### config.mk
export PLATFORM = sky130hd
export DESIGN_NAME = multi_cycle_control
export DESIGN_NICKNAME = d
export VERILOG_FILES = /design/src/rtl/multi_cycle_control.sv
export SDC_FILE = /design/constraint.sdc
export NUM_CORES = 1
export LEC_CHECK = 0
export CORE_ASPECT_RATIO = 0.9
export CORE_MARGIN = 2
export CORE_UTILIZATION = 41
export DETAILED_ROUTE_END_ITERATION = 16
export GPL_ROUTABILITY_DRIVEN = 1
export HOLD_SLACK_MARGIN = 0.08
export MAX_ROUTING_LAYER = met4
export PLACE_DENSITY = 0.79
export SLEW_MARGIN = 25
export SYNTH_ARGS = -nofsm -noshare
export SYNTH_HDL_FRONTEND = slang
export SYNTH_SLANG_ARGS = --single-unit
### constraint.sdc
create_clock -name CLK -period 1.5 [get_ports CLK]
set_clock_uncertainty 0.1 [all_clocks]
set_input_delay 0.3 -clock CLK [delete_from_list [all_inputs] [get_ports CLK]]
set_output_delay 0.3 -clock CLK [all_outputs]
set_load 0.02 [all_outputs]
### src/rtl/multi_cycle_control.sv
// Multi-cycle CPU controller: sequences IF/ID/EXE/MEM/WB over the shared
// datapath. Outputs decode from the registered state and the IR opcode.
// Only the branch PC select also looks at the live ALU flags. A low Reset
// forces every enable to its idle level in the same cycle.
module multi_cycle_control (
  input  logic       CLK,
  input  logic       Reset,
  input  logic [5:0] Opcode,
  input  logic       zero,
  input  logic       sign,
  output logic       PCWre,
  output logic       IRWre,
  output logic       InsMemRW,
  output logic       ALUSrcA,
  output logic       ALUSrcB,
  output logic [2:0] ALUOp,
  output logic       ExtSel,
  output logic       RegDst,
  output logic       RegWre,
  output logic       nRD,
  output logic       nWR,
  output logic       DBDataSrc,
  output logic [1:0] PCSrc,
  output logic [2:0] state
);

  typedef enum logic [2:0] {
    S_IF     = 3'b000,
    S_ID     = 3'b001,
    S_EXE_LS = 3'b010,
    S_MEM    = 3'b011,
    S_WB_LD  = 3'b100,
    S_EXE_BR = 3'b101,
    S_EXE_AL = 3'b110,
    S_WB_AL  = 3'b111
  } state_t;

  localparam logic [5:0] OP_ADD   = 6'b000000;
  localparam logic [5:0] OP_SUB   = 6'b000001;
  localparam logic [5:0] OP_AND   = 6'b010000;
  localparam logic [5:0] OP_OR    = 6'b010010;
  localparam logic [5:0] OP_SLL   = 6'b011000;
  localparam logic [5:0] OP_SLT   = 6'b100110;
  localparam logic [5:0] OP_ADDIU = 6'b000010;
  localparam logic [5:0] OP_ANDI  = 6'b010001;
  localparam logic [5:0] OP_ORI   = 6'b010011;
  localparam logic [5:0] OP_SLTI  = 6'b100111;
  localparam logic [5:0] OP_SW    = 6'b110000;
  localparam logic [5:0] OP_LW    = 6'b110001;
  localparam logic [5:0] OP_BEQ   = 6'b110100;
  localparam logic [5:0] OP_BNE   = 6'b110101;
  localparam logic [5:0] OP_BLTZ  = 6'b110110;
  localparam logic [5:0] OP_J     = 6'b111000;
  localparam logic [5:0] OP_HALT  = 6'b111111;

  // ALU operation for the arithmetic/logic instruction group
  function automatic logic [2:0] alu_op_f(input logic [5:0] op);
    case (op)
      OP_SUB:           alu_op_f = 3'b001;
      OP_SLL:           alu_op_f = 3'b010;
      OP_OR,  OP_ORI:   alu_op_f = 3'b011;
      OP_AND, OP_ANDI:  alu_op_f = 3'b100;
      OP_SLT, OP_SLTI:  alu_op_f = 3'b101;
      default:          alu_op_f = 3'b000;
    endcase
  endfunction

  state_t state_q, state_d;
  logic   halt_q,  halt_d;

  logic is_rtype, is_itype, is_alu, is_br, is_mem, br_taken;

  // Opcode class decode
  always_comb begin
    is_rtype = (Opcode == OP_ADD) || (Opcode == OP_SUB) || (Opcode == OP_AND) ||
               (Opcode == OP_OR)  || (Opcode == OP_SLL) || (Opcode == OP_SLT);
    is_itype = (Opcode == OP_ADDIU) || (Opcode == OP_ANDI) ||
               (Opcode == OP_ORI)   || (Opcode == OP_SLTI);
    is_alu   = is_rtype || is_itype;
    is_br    = (Opcode == OP_BEQ) || (Opcode == OP_BNE) || (Opcode == OP_BLTZ);
    is_mem   = (Opcode == OP_SW) || (Opcode == OP_LW);
    br_taken = ((Opcode == OP_BEQ)  &&  zero) ||
               ((Opcode == OP_BNE)  && !zero) ||
               ((Opcode == OP_BLTZ) &&  sign);
  end

  // Next-state selection; HALT reuses the ID encoding with halt_q set
  always_comb begin
    state_d = state_q;
    halt_d  = halt_q;
    if (!halt_q) begin
      case (state_q)
        S_IF:     state_d = S_ID;
        S_ID: begin
          if (is_alu)                 state_d = S_EXE_AL;
          else if (is_br)             state_d = S_EXE_BR;
          else if (is_mem)            state_d = S_EXE_LS;
          else if (Opcode == OP_HALT) halt_d  = 1'b1;
          else                        state_d = S_IF;
        end
        S_EXE_AL: state_d = S_WB_AL;
        S_EXE_LS: state_d = S_MEM;
        S_MEM:    state_d = (Opcode == OP_LW) ? S_WB_LD : S_IF;
        default:  state_d = S_IF;
      endcase
    end
  end

  // State register with synchronous active-low reset that abandons any instruction
  always_ff @(posedge CLK) begin
    if (!Reset) begin
      state_q <= S_IF;
      halt_q  <= 1'b0;
    end else begin
      state_q <= state_d;
      halt_q  <= halt_d;
    end
  end

  // Control output decode, forced idle while Reset is low or halted
  always_comb begin
    PCWre     = 1'b0;
    IRWre     = 1'b0;
    InsMemRW  = 1'b0;
    ALUSrcA   = 1'b0;
    ALUSrcB   = 1'b0;
    ALUOp     = 3'b000;
    ExtSel    = 1'b0;
    RegDst    = 1'b0;
    RegWre    = 1'b0;
    nRD       = 1'b1;
    nWR       = 1'b1;
    DBDataSrc = 1'b0;
    PCSrc     = 2'b00;
    state     = 3'b000;
    if (Reset) begin
      state = state_q;
      if (!halt_q) begin
        case (state_q)
          S_IF: begin
            IRWre    = 1'b1;
            InsMemRW = 1'b1;
          end
          S_ID: begin
            if (Opcode == OP_J) begin
              PCWre = 1'b1;
              PCSrc = 2'b10;
            end else if (!is_alu && !is_br && !is_mem && (Opcode != OP_HALT)) begin
              PCWre = 1'b1;
            end
          end
          S_EXE_AL, S_WB_AL: begin
            ALUOp   = alu_op_f(Opcode);
            ALUSrcA = (Opcode == OP_SLL);
            ALUSrcB = is_itype;
            ExtSel  = (Opcode == OP_ADDIU) || (Opcode == OP_SLTI);
            if (state_q == S_WB_AL) begin
              RegWre = 1'b1;
              RegDst = is_rtype;
              PCWre  = 1'b1;
            end
          end
          S_EXE_BR: begin
            ALUOp  = 3'b001;
            ExtSel = 1'b1;
            PCWre  = 1'b1;
            PCSrc  = br_taken ? 2'b01 : 2'b00;
          end
          S_EXE_LS, S_MEM: begin
            ALUSrcB = 1'b1;
            ExtSel  = 1'b1;
            if (state_q == S_MEM) begin
              if (Opcode == OP_SW) begin
                nWR   = 1'b0;
                PCWre = 1'b1;
              end else begin
                nRD = 1'b0;
              end
            end
          end
          S_WB_LD: begin
            nRD       = 1'b0;
            DBDataSrc = 1'b1;
            RegWre    = 1'b1;
            PCWre     = 1'b1;
          end
          default: ;
        endcase
      end
    end
  end

endmodule

==> results of run 1 <==
## cells in the mapped netlist (2+ instances only)
library cell	n	share of area, %
a21oi_1	9	5.2
and2_1	5	3.6
buf_2	4	2.3
buf_4	4	3.5
buf_6	2	2.6
dfxtp_1	4	9.3
inv_1	3	1.3
mux2_2	2	2.6
nand2_1	15	6.5
nand2b_1	3	2.2
nand3b_1	2	1.7
nand4_1	2	1.5
nor2_1	4	1.7
nor2b_1	4	2.9
nor3_1	6	3.5
nor3b_1	2	1.7
nor3b_2	3	4.4
o21ai_0	2	1.2
o21ai_1	3	1.7
or3_1	2	1.5
xnor2_1	2	2.0
## metrics by stage
| step | setup WS, ns | std cells | TNS (ns) | hold WS (ns) |
|---|---|---|---|---|
| after floorplan | -0.211 | 116 | -1.23 | 0.428 |
| after global placement | -1.19 | 211 | -21.25 | 0.569 |
| after detailed placement | -1.29 | 211 | -22.48 | 0.597 |
## cell families after synthesis
logic type | count (synthesis) | synth area share (%)
flops | 4 | 9.30
buf+inv | 14 | 10.2
compound gates | 32 | 31.1
simple gates | 61 | 43.6
xor+xnor | 2 | 2.04
mux | 3 | 3.78
==> results.sh, run 1 <==
export IMPL_gp_congestion=0.939
export IMPL_yosysWarnings=0
export IMPL_ys_ff_latch=4
export IMPL_die_w_um=52.3
export IMPL_dieHeight_um=47.5
export IMPL_cts_resized=182
export IMPL_clkSinkCount=4
export IMPL_syn_avg_cell_area_um2=7.42
export IMPL_dpl_hpwl_um=2920
export IMPL_status="did not finish"
export IMPL_ys_flop_type="dfxtp_1"
export IMPL_cts_max_path_buffers=2
export IMPL_cts_hold_fix_buffers=0
export IMPL_rows=15
export IMPL_synth_enable_flop_cells=0
export IMPL_cts_buffers=3
export IMPL_post_dp_cell_area_mm2=0.00162
export IMPL_async_flop_share_pct=0
export IMPL_yosysUniqueCellTypes=54
export IMPL_seq_area_frac_synth_pct=9.30
export IMPL_syn_inst=116
export IMPL_stop_error="[ERROR DPL-0033] detailed placement checks failed during check placement."
export IMPL_pin_count=29
export IMPL_synthesis_area_um2=861
export IMPL_synth_net_count=126
export IMPL_port_buffers=28
export IMPL_clockRootBuffer="clkbuf_4"
export IMPL_initial_utilization_pct=44.1
export IMPL_htreeDepth=1
export IMPL_failed_stage="clock tree synthesis (4_1_cts)"
export IMPL_postCtsSetupBuffers=13
==> run 2, diff against run 1 <==
CORE_AREA = 2 2 63 65   (was default)
CORE_ASPECT_RATIO = default   (was 0.9)
CORE_MARGIN = default   (was 2)
CORE_UTILIZATION = default   (was 41)
DIE_AREA = 0 0 65 67   (was default)
HOLD_SLACK_MARGIN = default   (was 0.08)
MAX_ROUTING_LAYER = default   (was met4)
PLACE_DENSITY = default   (was 0.79)
PLACE_DENSITY_LB_ADDON = 0.15   (was default)
clock period = 2 ns   (was 1.5 ns; I/O delays follow)
==> run 2 against run 1 <==
Effect of this change:
- the flow now finishes, with violations (setup timing)
- synthesized cell count is the same
- area after synthesis is the same
==> results.sh, run 2 <==
export IMPL_worstMarginPinSlew_ns=0.284
export IMPL_areaGrowthSynthToFinish_pct=99.9
export IMPL_drv_slew=0
export IMPL_cts_tree="yes"
export IMPL_yosysUniqueCellTypes=54
export IMPL_final_nets=206
export IMPL_power_uw=544
export IMPL_dpl_hpwl_um=2500
export IMPL_htreeDepth=1
export IMPL_dieHeight_um=67
export IMPL_ant_nets=0
export IMPL_cp_end_kind="primary output"
export IMPL_clk_pin_slew_ns=0.03
export IMPL_yosys_area_top_type_share_pct=9.30
export IMPL_drc=0
export IMPL_setup_slack_ns=-0.00684
export IMPL_crit_start="Opcode[5]"
export IMPL_clockRootBuffer="clkbuf_8"
export IMPL_n_antenna_cell=0
export IMPL_gp_congestion=0.836
export IMPL_setup_viol=1
export IMPL_final_core_util_pct=47.7
export IMPL_cts_max_path_buffers=2
export IMPL_fin_hold_ws_ns=0.585
export IMPL_async_flop_share_pct=0
export IMPL_synthesis_area_um2=861
export IMPL_slew_limit_headroom_pct=81.1
export IMPL_fmax_ghz=0.498
export IMPL_cp_start_kind="input port"
export IMPL_firstDrtPassIters=4
export IMPL_hold_path_class="reg -> reg"
export IMPL_final_common_cell="buf_4"
export IMPL_timing_rr_start="state_q[1]$_SDFFE_PN0P_"
export IMPL_clockPowerShare_pct=30.9
export IMPL_pin_count=29
export IMPL_arrival_ns=1.51
export IMPL_core_mm2=0.00361
export IMPL_setup_tns_ns=-0.00684
export IMPL_drtIter0Drc=27
export IMPL_p_int_uw=371
export IMPL_synthTopCellsByArea="dfxtp_1 (9.3%), nand2_1 (6.5%), a21oi_1 (5.2%)"
export IMPL_rsz0062_at_grt="true"
export IMPL_num_vias=1140
export IMPL_grt_ovfl_total=0
export IMPL_yosysTopAreaCell="dfxtp_1"
export IMPL_dieArea_mm2=0.00436
export IMPL_drt_wl_total_um=3230
export IMPL_netSwitchingFraction_pct=31.7
export IMPL_pre_cts_ws_ns=-0.929
export IMPL_rrSetupSlack_ns=0.57
export IMPL_hold_viol=0
export IMPL_mostFrequentLayoutCells="buf_4 (54), nand2_1 (15), buf_6 (13)"
export IMPL_post_route_period_util_pct=100
export IMPL_port_buffers=28
export IMPL_powerDensity_mw_per_mm2=316
export IMPL_top_register="state_q"
export IMPL_worst_endpoint_required_ns=1.50
export IMPL_ys_flop_type="dfxtp_1"
export IMPL_failed_checks="setup timing"
export IMPL_antenna_found_initial=0
export IMPL_synthMostInstantiatedCell="nand2_1"
export IMPL_grt_pass1_wl_um=5300
export IMPL_grt_max_degree=10
export IMPL_ir_drop_uv=400
export IMPL_routedWlPerCell_um=13.3
export IMPL_die_w_um=65
export IMPL_synth_enable_flop_cells=0
export IMPL_largest_reg_flops=3
export IMPL_initial_utilization_pct=23.9
export IMPL_hp_start="halt_q$_SDFF_PN0_"
export IMPL_drive_gt1_share_pct=61.3
export IMPL_synth_net_count=126
export IMPL_critical_path_class="in -> out"
export IMPL_pwr_share_comb_pct=53.3
export IMPL_cap_violations=0
export IMPL_grt_pass1_vias=1156
export IMPL_clk_latency_ns=0.22
export IMPL_yosysWarnings=0
export IMPL_worstPathMaxFanout=5
export IMPL_clkSinkCount=4
export IMPL_ys_ff_latch=4
export IMPL_leakage_nw=0.756
export IMPL_top_regs="state_q (3), halt_q (1)"
export IMPL_seq_area_frac_synth_pct=9.30
export IMPL_final_min_clock_period_ns=2.01
export IMPL_switchingPower_uw=172
export IMPL_vias_per_cell=4.71
export IMPL_track_usage_pct=15.5
export IMPL_rows=22
export IMPL_seqPwrFrac_pct=15.8
export IMPL_syn_inst=116
export IMPL_synthTopCellsByCount="nand2_1 (15), a21oi_1 (9), nor3_1 (6)"
export IMPL_syn_avg_cell_area_um2=7.42
export IMPL_status="complete, but fails checks"
export IMPL_cts_buffers=3
[run 2: cell counts after synthesis]
Identical to the previous run, type by type.
[run 2: worst max-delay path, cell delays in order]
cell	delay (ns)
buf_8	0.11
buf_6	0.12
or2_4	0.25
a221oi_4	0.33
o32ai_2	0.12
buf_4	0.17
[run 2: path summary, 6_finish.rpt]
check | to | cells past startpoint
worst max-delay path | PCWre | 6
worst min-delay path | state_q[2]$_SDFFE_PN0P_ | 3
worst max register to register | state_q[0]$_SDFFE_PN0P_ | 6
worst min register to register | state_q[2]$_SDFFE_PN0P_ | 3
[run 2: area by class of cell]
type                            count  area, µm²
Sequential cell                     4       80.1
Inverter                            3       11.3
Tap cell                           48       60.1
Timing Repair Buffer               86        726
Clock buffer                        3       41.3
Multi-Input combinational cell     98        802
Fill cell                         362       1890
[run 2: power by group through the flow]
stage	sequential [mW]	combinational, mW	clock, mW
floorplan	0.0868	0.127	0
global placement	0.0869	0.245	0
detailed placement	0.0867	0.246	0
CTS	0.0857	0.283	0.174
global route	0.0860	0.309	0.182
finish	0.0859	0.289	0.168
[run 2: routing by layer]
layer	track usage (%)	part of all wire, %	vias up
li1	-	-	581
met1	19.9	46	545
met2	28.0	51	14
met3	2.87	2.9	0
met4	0.798	0	0
met5	0	0	-
[run 2: metrics by stage]
| step | instance area [µm²] | std cells |
|---|---|---|
| after floorplan | 876 | 116 |
| after global placement | 1520 | 230 |
| after detailed placement | 1520 | 230 |
| after CTS | 1700 | 242 |
| after global routing | 1720 | 242 |
| final | 1720 | 242 |
[run 2: cell families after synthesis]
group,Yosys count,synth area share [%]
and+or+nand+nor,61,43.6
muxes,3,3.78
AOI/OAI and AO/OA,32,31.1
buffers and inverters,14,10.2
xor gates and xnor gates,2,2.04
DFF,4,9.30
[run 2: what timing repair did]
action,4_1_cts,5_1_grt
endpoints found under the hold margin,0,0
buffers inserted,9,0
hold buffers,0,0
gates resized for setup,140,10
endpoints found under the setup margin,20,13
pin swaps,13,8
No activity file was read; power rests on OpenSTA's default activity.
